`config.mk`:
```
export PLATFORM = sky130hd
export DESIGN_NAME = spcpu_alu_decode_unit
export DESIGN_NICKNAME = d
export VERILOG_FILES = /design/src/rtl/spcpu_alu_decode_unit_pkg.sv /design/src/rtl/spcpu_alu_decode_unit_core.sv /design/src/rtl/spcpu_alu_decode_unit.sv
export SDC_FILE = /design/constraint.sdc
export NUM_CORES = 1
export LEC_CHECK = 0
export ABC_CLOCK_PERIOD_IN_PS = 6400
export CAP_MARGIN = 20
export CORE_UTILIZATION = 45
export DETAILED_ROUTE_END_ITERATION = 10
export MAX_ROUTING_LAYER = met4
export PLACE_DENSITY = 0.64
export SYNTH_ARGS = -nofsm -noshare
export SYNTH_HDL_FRONTEND = slang
export SYNTH_SLANG_ARGS = --single-unit
```
`constraint.sdc`:
```
create_clock -name clk -period 6.4 [get_ports clk]
set_input_delay 1.92 -clock clk [delete_from_list [all_inputs] [get_ports clk]]
set_output_delay 1.92 -clock clk [all_outputs]
set_load 0.005 [all_outputs]
```
`src/rtl/spcpu_alu_decode_unit_pkg.sv`:
```
// Shared types and constants for the SPCPU ALU / instruction-decode slice.

package pkg_alu;
    localparam int unsigned ALU_W  = 8;
    localparam int unsigned PAIR_W = 2 * ALU_W;
    localparam int unsigned OPER_W = 5;

    typedef enum logic [OPER_W-1:0] {
        alu_add   = 5'd0,
        alu_adc   = 5'd1,
        alu_sub   = 5'd2,
        alu_sbc   = 5'd3,
        alu_cmp   = 5'd4,
        alu_and   = 5'd5,
        alu_orr   = 5'd6,
        alu_xor   = 5'd7,
        alu_inv   = 5'd8,
        alu_invp  = 5'd9,
        alu_neg   = 5'd10,
        alu_negp  = 5'd11,
        alu_lsl   = 5'd12,
        alu_lsr   = 5'd13,
        alu_asr   = 5'd14,
        alu_rol   = 5'd15,
        alu_ror   = 5'd16,
        alu_rolc  = 5'd17,
        alu_rorc  = 5'd18,
        alu_lslp  = 5'd19,
        alu_lsrp  = 5'd20,
        alu_asrp  = 5'd21,
        alu_rolp  = 5'd22,
        alu_rorp  = 5'd23,
        alu_rolcp = 5'd24,
        alu_rorcp = 5'd25
    } alu_oper;

    typedef enum logic [1:0] {
        cat_8_no_ci  = 2'd0,
        cat_8_ci     = 2'd1,
        cat_16_no_ci = 2'd2,
        cat_16_ci    = 2'd3
    } alu_oper_cat;

    // Operand width and carry-in dependence of an operation; illegal codes fall to 8_no_ci.
    function automatic alu_oper_cat get_alu_oper_cat(input logic [OPER_W-1:0] oper);
        alu_oper_cat cat;
        cat = cat_8_no_ci;
        case (oper)
            alu_adc, alu_sbc, alu_rolc, alu_rorc:         cat = cat_8_ci;
            alu_rolcp, alu_rorcp:                         cat = cat_16_ci;
            alu_invp, alu_negp, alu_lslp, alu_lsrp,
            alu_asrp, alu_rolp, alu_rorp:                 cat = cat_16_no_ci;
            default:                                      cat = cat_8_no_ci;
        endcase
        return cat;
    endfunction
endpackage

package pkg_pflags;
    localparam int unsigned PFLAGS_W  = 4;
    localparam int unsigned pf_slot_z = 3;
    localparam int unsigned pf_slot_c = 2;
    localparam int unsigned pf_slot_v = 1;
    localparam int unsigned pf_slot_n = 0;
endpackage

package pkg_instr_dec;
    localparam int unsigned INSTR_W       = 16;
    localparam int unsigned GROUP_ID_W    = 3;
    localparam int unsigned G1_OPCODE_MSB = 14;
    localparam int unsigned G1_OPCODE_W   = 3;
    localparam int unsigned G1_RA_MSB     = 11;
    localparam int unsigned G1_RA_W       = 4;
    localparam int unsigned G1_IMM_MSB    = 7;
    localparam int unsigned G1_IMM_W      = 8;

    localparam logic [GROUP_ID_W-1:0] GROUP_ID_GRP2 = 3'b100;
    localparam logic [GROUP_ID_W-1:0] GROUP_ID_GRP3 = 3'b101;

    typedef enum logic [1:0] {
        grp_1       = 2'd0,
        grp_2       = 2'd1,
        grp_3       = 2'd2,
        grp_unknown = 2'd3
    } instr_group;

    typedef enum logic [G1_OPCODE_W-1:0] {
        g1_addi = 3'd0,
        g1_adci = 3'd1,
        g1_subi = 3'd2,
        g1_sbci = 3'd3,
        g1_cmpi = 3'd4,
        g1_andi = 3'd5,
        g1_orri = 3'd6,
        g1_cpyi = 3'd7
    } g1_opcode;

    // Group classification from the top bits of the high instruction word.
    function automatic instr_group decode_group(input logic [INSTR_W-1:0] instr);
        instr_group grp;
        if (!instr[INSTR_W-1])
            grp = grp_1;
        else if (instr[INSTR_W-1 -: GROUP_ID_W] == GROUP_ID_GRP2)
            grp = grp_2;
        else if (instr[INSTR_W-1 -: GROUP_ID_W] == GROUP_ID_GRP3)
            grp = grp_3;
        else
            grp = grp_unknown;
        return grp;
    endfunction
endpackage

```
`src/rtl/spcpu_alu_decode_unit_core.sv`:
```
// Purely combinational 8/16-bit ALU with processor-flags update.

module spcpu_alu_core
    import pkg_alu::*;
    import pkg_pflags::*;
(
    input  logic [OPER_W-1:0]   i_oper,
    input  logic [ALU_W-1:0]    i_a_hi,
    input  logic [ALU_W-1:0]    i_a_lo,
    input  logic [ALU_W-1:0]    i_b,
    input  logic [PFLAGS_W-1:0] i_flags,
    output logic [ALU_W-1:0]    o_res_hi_c,
    output logic [ALU_W-1:0]    o_res_lo_c,
    output logic [PFLAGS_W-1:0] o_flags_c
);

    logic [PAIR_W-1:0] w_a16;
    logic              w_ci;
    logic              w_vi;
    logic [ALU_W:0]    w_add;
    logic [ALU_W:0]    w_sub;
    logic [ALU_W:0]    w_lsl8;
    logic [ALU_W:0]    w_lsr8;
    logic [ALU_W:0]    w_asr8;
    logic [PAIR_W:0]   w_lsl16;
    logic [PAIR_W:0]   w_lsr16;
    logic [PAIR_W:0]   w_asr16;
    logic [2:0]        w_r8;
    logic [3:0]        w_r16;
    logic [ALU_W-1:0]  w_rol8;
    logic [ALU_W-1:0]  w_ror8;
    logic [PAIR_W-1:0] w_rol16;
    logic [PAIR_W-1:0] w_ror16;
    logic              w_big8;
    logic              w_big16;
    logic              w_cnt0;

    logic [ALU_W-1:0]  w_res8;
    logic [PAIR_W-1:0] w_res16;
    logic              w_pair;
    logic              w_cmp;
    logic              w_legal;
    logic              w_c;
    logic              w_v;

    assign w_a16 = {i_a_hi, i_a_lo};
    assign w_ci  = i_flags[pf_slot_c];
    assign w_vi  = i_flags[pf_slot_v];

    // Adders: adc folds in C, sub adds the implicit +1, sbc uses C as the not-borrow input.
    assign w_add = {1'b0, i_a_lo} + {1'b0, i_b}
                 + (ALU_W+1)'((i_oper == alu_adc) ? w_ci : 1'b0);
    assign w_sub = {1'b0, i_a_lo} + {1'b0, ~i_b}
                 + (ALU_W+1)'((i_oper == alu_sbc) ? w_ci : 1'b1);

    // Shifters carry one spare bit so the last bit shifted out lands in a known position.
    assign w_lsl8  = {1'b0, i_a_lo} << i_b;
    assign w_lsr8  = {i_a_lo, 1'b0} >> i_b;
    assign w_asr8  = (ALU_W+1)'($signed({i_a_lo, 1'b0}) >>> i_b);
    assign w_lsl16 = {1'b0, w_a16} << i_b;
    assign w_lsr16 = {w_a16, 1'b0} >> i_b;
    assign w_asr16 = (PAIR_W+1)'($signed({w_a16, 1'b0}) >>> i_b);
    assign w_cnt0  = (i_b == '0);
    assign w_big8  = (i_b >= 8'(ALU_W));
    assign w_big16 = (i_b >= 8'(PAIR_W));

    // Rotators: count reduced modulo width; a zero count yields A unchanged.
    assign w_r8    = i_b[2:0];
    assign w_r16   = i_b[3:0];
    assign w_rol8  = (i_a_lo << w_r8)  | (i_a_lo >> (4'(ALU_W)  - {1'b0, w_r8}));
    assign w_ror8  = (i_a_lo >> w_r8)  | (i_a_lo << (4'(ALU_W)  - {1'b0, w_r8}));
    assign w_rol16 = (w_a16  << w_r16) | (w_a16  >> (5'(PAIR_W) - {1'b0, w_r16}));
    assign w_ror16 = (w_a16  >> w_r16) | (w_a16  << (5'(PAIR_W) - {1'b0, w_r16}));

    // Operation select: result, width, carry and overflow per operation.
    always_comb begin
        w_res8  = i_a_lo;
        w_res16 = w_a16;
        w_pair  = 1'b0;
        w_cmp   = 1'b0;
        w_legal = 1'b1;
        w_c     = w_ci;
        w_v     = w_vi;
        case (alu_oper'(i_oper))
            alu_add, alu_adc: begin
                w_res8 = w_add[ALU_W-1:0];
                w_c    = w_add[ALU_W];
                w_v    = (i_a_lo[ALU_W-1] == i_b[ALU_W-1]) &&
                         (w_add[ALU_W-1] != i_a_lo[ALU_W-1]);
            end
            alu_sub, alu_sbc, alu_cmp: begin
                w_res8 = w_sub[ALU_W-1:0];
                w_c    = w_sub[ALU_W];
                w_v    = (i_a_lo[ALU_W-1] != i_b[ALU_W-1]) &&
                         (w_sub[ALU_W-1] != i_a_lo[ALU_W-1]);
                w_cmp  = (i_oper == alu_cmp);
            end
            alu_and: w_res8 = i_a_lo & i_b;
            alu_orr: w_res8 = i_a_lo | i_b;
            alu_xor: w_res8 = i_a_lo ^ i_b;
            alu_inv: w_res8 = ~i_a_lo;
            alu_invp: begin
                w_pair  = 1'b1;
                w_res16 = ~w_a16;
            end
            alu_neg: begin
                w_res8 = -i_a_lo;
                w_c    = (i_a_lo == '0);
                w_v    = (i_a_lo == {1'b1, {(ALU_W-1){1'b0}}});
            end
            alu_negp: begin
                w_pair  = 1'b1;
                w_res16 = -w_a16;
                w_c     = (w_a16 == '0);
                w_v     = (w_a16 == {1'b1, {(PAIR_W-1){1'b0}}});
            end
            alu_lsl: begin
                if (w_big8) begin
                    w_res8 = '0;
                    w_c    = 1'b0;
                end else if (!w_cnt0) begin
                    w_res8 = w_lsl8[ALU_W-1:0];
                    w_c    = w_lsl8[ALU_W];
                end
            end
            alu_lsr: begin
                if (w_big8) begin
                    w_res8 = '0;
                    w_c    = 1'b0;
                end else if (!w_cnt0) begin
                    w_res8 = w_lsr8[ALU_W:1];
                    w_c    = w_lsr8[0];
                end
            end
            alu_asr: begin
                if (w_big8) begin
                    w_res8 = {ALU_W{i_a_lo[ALU_W-1]}};
                    w_c    = i_a_lo[ALU_W-1];
                end else if (!w_cnt0) begin
                    w_res8 = w_asr8[ALU_W:1];
                    w_c    = w_asr8[0];
                end
            end
            alu_rol: begin
                w_res8 = w_rol8;
                if (w_r8 != '0) w_c = w_rol8[0];
            end
            alu_ror: begin
                w_res8 = w_ror8;
                if (w_r8 != '0) w_c = w_ror8[ALU_W-1];
            end
            alu_rolc: begin
                w_res8 = {i_a_lo[ALU_W-2:0], w_ci};
                w_c    = i_a_lo[ALU_W-1];
            end
            alu_rorc: begin
                w_res8 = {w_ci, i_a_lo[ALU_W-1:1]};
                w_c    = i_a_lo[0];
            end
            alu_lslp: begin
                w_pair = 1'b1;
                if (w_big16) begin
                    w_res16 = '0;
                    w_c     = 1'b0;
                end else if (!w_cnt0) begin
                    w_res16 = w_lsl16[PAIR_W-1:0];
                    w_c     = w_lsl16[PAIR_W];
                end
            end
            alu_lsrp: begin
                w_pair = 1'b1;
                if (w_big16) begin
                    w_res16 = '0;
                    w_c     = 1'b0;
                end else if (!w_cnt0) begin
                    w_res16 = w_lsr16[PAIR_W:1];
                    w_c     = w_lsr16[0];
                end
            end
            alu_asrp: begin
                w_pair = 1'b1;
                if (w_big16) begin
                    w_res16 = {PAIR_W{w_a16[PAIR_W-1]}};
                    w_c     = w_a16[PAIR_W-1];
                end else if (!w_cnt0) begin
                    w_res16 = w_asr16[PAIR_W:1];
                    w_c     = w_asr16[0];
                end
            end
            alu_rolp: begin
                w_pair  = 1'b1;
                w_res16 = w_rol16;
                if (w_r16 != '0) w_c = w_rol16[0];
            end
            alu_rorp: begin
                w_pair  = 1'b1;
                w_res16 = w_ror16;
                if (w_r16 != '0) w_c = w_ror16[PAIR_W-1];
            end
            alu_rolcp: begin
                w_pair  = 1'b1;
                w_res16 = {w_a16[PAIR_W-2:0], w_ci};
                w_c     = w_a16[PAIR_W-1];
            end
            alu_rorcp: begin
                w_pair  = 1'b1;
                w_res16 = {w_ci, w_a16[PAIR_W-1:1]};
                w_c     = w_a16[0];
            end
            default: w_legal = 1'b0;
        endcase
    end

    // Result routing and flag assembly; illegal codes pass A and the incoming flags through.
    always_comb begin
        o_res_hi_c = i_a_hi;
        o_res_lo_c = w_cmp ? i_a_lo : w_res8;
        o_flags_c  = i_flags;
        if (w_pair) begin
            o_res_hi_c = w_res16[PAIR_W-1:ALU_W];
            o_res_lo_c = w_res16[ALU_W-1:0];
        end
        if (w_legal) begin
            o_flags_c[pf_slot_z] = w_pair ? (w_res16 == '0) : (w_res8 == '0);
            o_flags_c[pf_slot_n] = w_pair ? w_res16[PAIR_W-1] : w_res8[ALU_W-1];
            o_flags_c[pf_slot_c] = w_c;
            o_flags_c[pf_slot_v] = w_v;
        end
    end

endmodule

```
`src/rtl/spcpu_alu_decode_unit.sv`:
```
// Execute front end: instruction group/field decode plus one ALU op per cycle, all outputs registered.

module spcpu_alu_decode_unit
    import pkg_alu::*;
    import pkg_pflags::*;
    import pkg_instr_dec::*;
(
    input  logic                   clk,
    input  logic                   reset,
    input  logic [INSTR_W-1:0]     instr_hi,
    input  logic [OPER_W-1:0]      oper,
    input  logic [ALU_W-1:0]       a_in_hi,
    input  logic [ALU_W-1:0]       a_in_lo,
    input  logic [ALU_W-1:0]       b_in,
    input  logic [PFLAGS_W-1:0]    proc_flags_in,
    output logic [1:0]             group_out,
    output logic [G1_OPCODE_W-1:0] g1_opcode_out,
    output logic [G1_RA_W-1:0]     g1_ra_index_out,
    output logic [G1_IMM_W-1:0]    g1_imm8_out,
    output logic [1:0]             oper_cat_out,
    output logic [ALU_W-1:0]       out_hi,
    output logic [ALU_W-1:0]       out_lo,
    output logic [PFLAGS_W-1:0]    proc_flags_out
);

    logic [ALU_W-1:0]       w_res_hi;
    logic [ALU_W-1:0]       w_res_lo;
    logic [PFLAGS_W-1:0]    w_flags;
    instr_group             w_group;
    alu_oper_cat            w_cat;

    instr_group             r_group;
    g1_opcode               r_g1_opcode;
    logic [G1_RA_W-1:0]     r_g1_ra;
    logic [G1_IMM_W-1:0]    r_g1_imm;
    alu_oper_cat            r_cat;
    logic [ALU_W-1:0]       r_out_hi;
    logic [ALU_W-1:0]       r_out_lo;
    logic [PFLAGS_W-1:0]    r_flags;

    spcpu_alu_core u_core (
        .i_oper     (oper),
        .i_a_hi     (a_in_hi),
        .i_a_lo     (a_in_lo),
        .i_b        (b_in),
        .i_flags    (proc_flags_in),
        .o_res_hi_c (w_res_hi),
        .o_res_lo_c (w_res_lo),
        .o_flags_c  (w_flags)
    );

    assign w_group = decode_group(instr_hi);
    assign w_cat   = get_alu_oper_cat(oper);

    // Output registers; group-1 fields are taken from the raw word whatever the group.
    always_ff @(posedge clk) begin
        if (reset) begin
            r_group     <= grp_unknown;
            r_g1_opcode <= g1_addi;
            r_g1_ra     <= '0;
            r_g1_imm    <= '0;
            r_cat       <= cat_8_no_ci;
            r_out_hi    <= '0;
            r_out_lo    <= '0;
            r_flags     <= '0;
        end else begin
            r_group     <= w_group;
            r_g1_opcode <= g1_opcode'(instr_hi[G1_OPCODE_MSB -: G1_OPCODE_W]);
            r_g1_ra     <= instr_hi[G1_RA_MSB -: G1_RA_W];
            r_g1_imm    <= instr_hi[G1_IMM_MSB -: G1_IMM_W];
            r_cat       <= w_cat;
            r_out_hi    <= w_res_hi;
            r_out_lo    <= w_res_lo;
            r_flags     <= w_flags;
        end
    end

    assign group_out       = r_group;
    assign g1_opcode_out   = r_g1_opcode;
    assign g1_ra_index_out = r_g1_ra;
    assign g1_imm8_out     = r_g1_imm;
    assign oper_cat_out    = r_cat;
    assign out_hi          = r_out_hi;
    assign out_lo          = r_out_lo;
    assign proc_flags_out  = r_flags;

endmodule

```
## Word level (Yosys, flattened, before mapping)

Memory sizes are Yosys's and may differ from the RTL's. A register that Yosys moved wholly into a read port is not among the register bits.
Index checks and enable logic that the tools add are counted.
Widths: inputs -> output; s select.

- Input bits: 51
- Register bits: 37
- ROM bits: 64
- Memories kept: 1
- Output and inout bits: 39

- Add/subtract/negate cells: 8
- Multiplexer cells: 46
- Shift-type cells: 14
- Reductions and logical operators: 15
- Magnitude comparators: 2
- Bitwise operators: 10
- Eq/ne operators: 33

Memory list:

| name | words | bits a word | rd ports | clocked after Yosys merged registers in | wr ports | RTL line | text |
|---|---|---|---|---|---|---|---|
| (no name shown) | 32 | 2 | 1 | 1 | 0 | spcpu_alu_decode_unit_pkg.sv:48 | `case (oper)` |

Operator list:

| cell | number |
|---|---|
| $pmux 16 s9 | 1 |
| $pmux 8 s14 | 1 |
| $mux 16 | 6 |
| $mux 8 | 9 |
| $eq 5x5->1 const B | 10 |
| $eq 5x4->1 const B | 8 |
| $logic_not 16->1 | 2 |
| $or 16x16->16 | 2 |
| $reduce_or 26->1 | 1 |
| $logic_not 8->1 | 3 |
| $mux 1 | 24 |
| $or 8x8->8 | 3 |
| $eq 5x3->1 const B | 4 |
| $add 8x8->9 | 2 |
| $add 9x9->9 | 2 |
| $pmux 1 s17 | 1 |
| $shl 16x8->17 | 1 |
| $shr 17x8->17 | 1 |
| $sshr 17x8->17 | 1 |
| $eq 16x16->1 const B | 1 |
| $neg 16->16 | 1 |
| $not 16->16 | 1 |
| $not 8->8 | 2 |
| $shl 16x4->16 | 1 |
| other kinds (33) | 40 |

## Longest topological paths before layout

- Word-level depth: 7
- Gate-level depth with buffers: 19
- Gate-level depth less buffers: 14

## Hierarchy

From an unflattened synthesis, not the netlist that was laid out.

- Cell total of the unflattened synthesis: 1410
- Area, all modules: 10505.1 um2

Modules (own cells, without submodules):

| module | times used | cells each | area an instance (um2) |
|---|---|---|---|
| spcpu_alu_core | 1 | 1318 | 9379.0 |
| spcpu_alu_decode_unit | 1 | 92 | 1126.1 |

## Worst setup path after synthesis

No wires, ideal clock.

- Path kind: input-to-reg
- Start: input b_in[1]
- End: register r_flags[3], in the netlist proc_flags_out[3]
- Setup slack: 0.528 ns
- Data required time: 6.280 ns
- Stages: 18
- Arrival: 5.753 ns
- Buffers on the path: 8
- Setup time: 0.120 ns
- Path through: buf_2 > buf_2 > buf_1 > inv_1 > ha_1 > ha_1 > buf_2 > buf_2 > clkbuf_1 > buf_1 > clkbuf_1 > a21oi_1 > o311ai_0 > a221o_1 > o22ai_1 > o211ai_1 > nor4b_1 > o31a_1

- Word-level cells in the longest chain between the ends: 7
- Elaborated cells between the ends (all ways): 49
- Classes of those cells: add/sub (6); order compare (2); shift (14); mux (16); bitwise (8); reduce/logical (3)

Ends and longest elaborated chain:

| what | RTL line | text |
|---|---|---|
| start: declaration | spcpu_alu_decode_unit.sv:14 | `input logic [ALU_W-1:0] b_in,` |
| $not 8->8, or another cell as far along | spcpu_alu_decode_unit_core.sv:53 | `assign w_sub = {1'b0, i_a_lo} + {1'b0, ~i_b}` |
| $add 8x8->9, or another cell as far along | spcpu_alu_decode_unit_core.sv:53 |  |
| $add 9x9->9, or another cell as far along | spcpu_alu_decode_unit_core.sv:54 | `+ (ALU_W+1)'((i_oper == alu_sbc) ? w_ci : 1'b1);` |
| $pmux 8 s14 / $pmux 16 s9 (equally long branches) | spcpu_alu_decode_unit_core.sv:84 | `case (alu_oper'(i_oper))` |
| $logic_not 8->1 / $logic_not 16->1 (equally long branches) | spcpu_alu_decode_unit_core.sv:224 | `o_flags_c[pf_slot_z] = w_pair ? (w_res16 == '0) : (w_res8 == '0);` |
| $mux 1 (*) | spcpu_alu_decode_unit_core.sv:224 |  |
| $mux 4 (*) | spcpu_alu_decode_unit_core.sv:223 | `if (w_legal) begin` |
| end signal: assignment | spcpu_alu_decode_unit.sv:74 | `r_flags <= w_flags;` |
| end: declaration | spcpu_alu_decode_unit.sv:39 | `logic [PFLAGS_W-1:0] r_flags;` |

Mark *: on every way between the ends. The rest lies on a longest branch, timed or not.
A chain may end at the register's enable or synchronous reset.

## Worst setup path in the final report

- Start: input oper[1]
- End: register r_flags[3], in the netlist proc_flags_out[3]

- Word-level cells in the longest chain between the ends: 7
- Elaborated cells between the ends (all ways): 42
- Classes of those cells: add/sub (2); eq/ne (25); mux (8); reduce/logical (7)

Ends and longest elaborated chain:

| what | RTL line | text |
|---|---|---|
| start: declaration | spcpu_alu_decode_unit.sv:11 | `input logic [OPER_W-1:0] oper,` |
| $eq 5x2->1 / $eq 5x1->1 (equally long branches) | spcpu_alu_decode_unit_core.sv:54, spcpu_alu_decode_unit_core.sv:84, spcpu_alu_decode_unit_core.sv:52 |  |
| $mux 1, on equally long branches | spcpu_alu_decode_unit_core.sv:54, spcpu_alu_decode_unit_core.sv:52 |  |
| $add 9x9->9, on equally long branches | spcpu_alu_decode_unit_core.sv:54, spcpu_alu_decode_unit_core.sv:52 |  |
| $pmux 8 s14 | spcpu_alu_decode_unit_core.sv:84 |  |
| $logic_not 8->1 | spcpu_alu_decode_unit_core.sv:224 |  |
| $mux 1 | spcpu_alu_decode_unit_core.sv:224 |  |
| $mux 4 (*) | spcpu_alu_decode_unit_core.sv:223 |  |

Marks and branches as above.

==> results.json <==
{
  "outcome": "finished with violations",
  "failing_checks": "design-rule violations",
  "vias": 13720,
  "clk_pin_slew_worst_paths_ps": 60,
  "grt_start_max_net_pins": 85,
  "detail_route.wirelength_mm": 60.61,
  "die_area_mm2": 0.02340,
  "drc_violations_left": 3,
  "worst_ep_arrival_time_ps": 6090,
  "clockRootBuffer": "sky130_fd_sc_hd__clkbuf_16",
  "synth.ff_latch_count": 39,
  "synth_fp_nets": 1495,
  "drt-vias-per-instance": 7.885,
  "tns_ps": 0,
  "worst-setup-path-type": "input pin to flip-flop",
  "multiInputGateArea_mm2": 0.008504,
  "synth-warning-count": 0,
  "drt-wirelength-per-cell_um": 34.83,
  "num_rows": 54,
  "cts_resized": 0,
  "drtPass1Iterations": 11,
  "finalWeightedCongestion": 1.156,
  "global_route.usage.total_pct": 52.18,
  "synth.distinct_cells": 97,
  "cts_max_level": 2,
  "antenna_violations_before_repair": 3,
  "cp_max_fo": 4,
  "design.portCount": 90,
  "power_per_cell_area_mw_per_mm2": 127.0,
  "first_global_vias": 12503,
  "pins_over_slew_limit": 0,
  "min-delay-start": "instr_hi[2]",
  "synthesis.area_mm2": 0.01026,
  "hold_ws_ps": 2199,
  "tritoncts": "yes",
  "final_nets": 1542,
  "synth_edf_count": 0,
  "final.fill_count": 2117,
  "sequential_cell_area_um2": 780.7,
  "relative_max_transition_margin_pct": 25.75,
  "area.growth.synth_to_final_pct": 15.15,
  "cts_num_sinks": 39,
  "yosysSeqAreaShare_pct": 7.611,
  "mean_instance_size_in_the_synthesized_netlist_um2": 7.281,
  "critical_path_required_ps": 6620,
  "critPathLaunch": "oper[1]",
  "hold_class": "input pin to flip-flop",
  "fp.dieW_um": 153.0,
  "final-setup-viol-count": 0,
  "tritoncts.num_buffers": 5,
  "vdd_ir_drop_max_mv": 0.1205,
  "detailedPlacementHpwl_mm": 45.04,
  "port_buffers": 89,
  "power.static_leakage_uw": 0.004308,
  "layout-drive-gt1-share_pct": 16.20,
  "final_cell_mix": "126 x sky130_fd_sc_hd__nand2_1, 124 x sky130_fd_sc_hd__buf_4, 99 x sky130_fd_sc_hd__nor2_1",
  "drv_cap": 0,
  "layout_min_cycle_time_ps": 5866,
  "drtAntennaViolNets": 0,
  "cts.repair_timing.setup_buffer_count": 0,
  "initial_utilization_pct": 46.43,
  "final-hold-violation-count": 0,
  "fp.coreArea_mm2": 0.02209,
  "mostFrequentLayoutCell": "sky130_fd_sc_hd__nand2_1",
  "synth_ff_type": "sky130_fd_sc_hd__dfxtp_1",
  "tightest_slew_ps": 1102,
  "finalCritPeriodShare_pct": 91.65,
  "holdBufCountCts": 0,
  "worst_setup_path_start_kind": "input pin",
  "max_freq_mhz": 170.5,
  "globalRouteOverflowTotal": 0,
  "grt_pass1_wl_mm": 88.13,
  "drt_iter0_markers": 2345,
  "chipHeight_um": 153.0,
  "ys_async_sr_fraction_pct": 0,
  "ctsLongestPathBuffers": 2,
  "rsz0062_at_grt": "false",
  "synthCells": 1409,
  "cp-end-kind": "flip-flop"
}
## sequential cells by signal (all words and copies together), names as in the netlist
| name | cells |
|---|---|
| group_out | 2 |
| g1_ra_index_out | 4 |
| g1_imm8_out | 8 |
| oper_cat_out | 2 |
| proc_flags_out | 4 |
| g1_opcode_out | 3 |
| out_hi | 8 |
| out_lo | 8 |
## worst max-delay path: stages
cell,delay (ps)
sky130_fd_sc_hd__clkdlybuf4s50_1,490
sky130_fd_sc_hd__inv_1,120
sky130_fd_sc_hd__ha_1,170
sky130_fd_sc_hd__nand3_1,100
sky130_fd_sc_hd__fa_1,430
sky130_fd_sc_hd__fa_1,420
sky130_fd_sc_hd__xnor2_1,140
sky130_fd_sc_hd__a32o_1,280
sky130_fd_sc_hd__a2111o_1,390
sky130_fd_sc_hd__a2111oi_0,460
sky130_fd_sc_hd__a31oi_1,160
sky130_fd_sc_hd__o22ai_1,240
sky130_fd_sc_hd__nand4_1,120
sky130_fd_sc_hd__nor4b_1,460
sky130_fd_sc_hd__o31a_1,180
## through the flow
stage	utilization, %	cells	power, µW	worst slack, ps	cell area, µm²
2_1_floorplan	-	1409	801.9	527.7	10260
3_3_place_gp	52.61	1728	1157	447.7	11620
3_5_place_dp	52.61	1728	1161	324.6	11620
4_1_cts	53.40	1736	1445	589.4	11800
5_1_grt	53.47	1740	1538	303.2	11810
6_report	53.47	1740	1500	534.3	11810
## report_power, final
group	total, µW	internal, µW	switching (µW)
combinational	950	356	594
clock	281	193	87.4
sequential	269	263	5.49
## per-layer routing
metal	global-route usage, %	wire length, µm
met1	64.59	21830
met3	20.78	10550
met4	28.43	4766
met2	71.67	23470
met5	-	0
## path summary, 6_finish.rpt
kind,endpoint,slack [ps],cells past startpoint
min,g1_imm8_out[2]$_SDFF_PP0_,2200,2
max,proc_flags_out[3]$_SDFF_PP0_,530,15
## layout make-up
cell class,count,share of cell area [%]
multi-input cells,1157,71.99
flip-flops and latches,39,6.609
repair buffers,215,15.57
well taps,280,2.966
clock inverters,2,0.2966
inverters,38,1.324
diodes,3,0.06355
clock buffers,6,1.176
## synth_stat cells (all sizes together) (35+ instances only)
| cell | number | area (µm²) |
|---|---|---|
| clkbuf | 140 | 629.3 |
| dfxtp | 39 | 780.8 |
| nand2 | 126 | 473.0 |
| nand3 | 41 | 205.2 |
| mux4 | 49 | 1126 |
| o21ai | 85 | 425.4 |
| nor3 | 46 | 235.2 |
| nor2b | 36 | 225.2 |
| a21oi | 90 | 450.4 |
| inv | 36 | 135.1 |
| nor2 | 99 | 371.6 |
| mux2i | 54 | 540.5 |
| buf | 35 | 196.4 |
## logic make-up after synthesis
group | synth area share (%)
simple gates | 27.13
compound gates | 31.30
buf+inv | 9.574
mux | 18.55
flops | 7.611
fa+ha+maj | 4.562
xor+xnor | 1.281
Note: power is estimated with default switching activity, not from simulation.
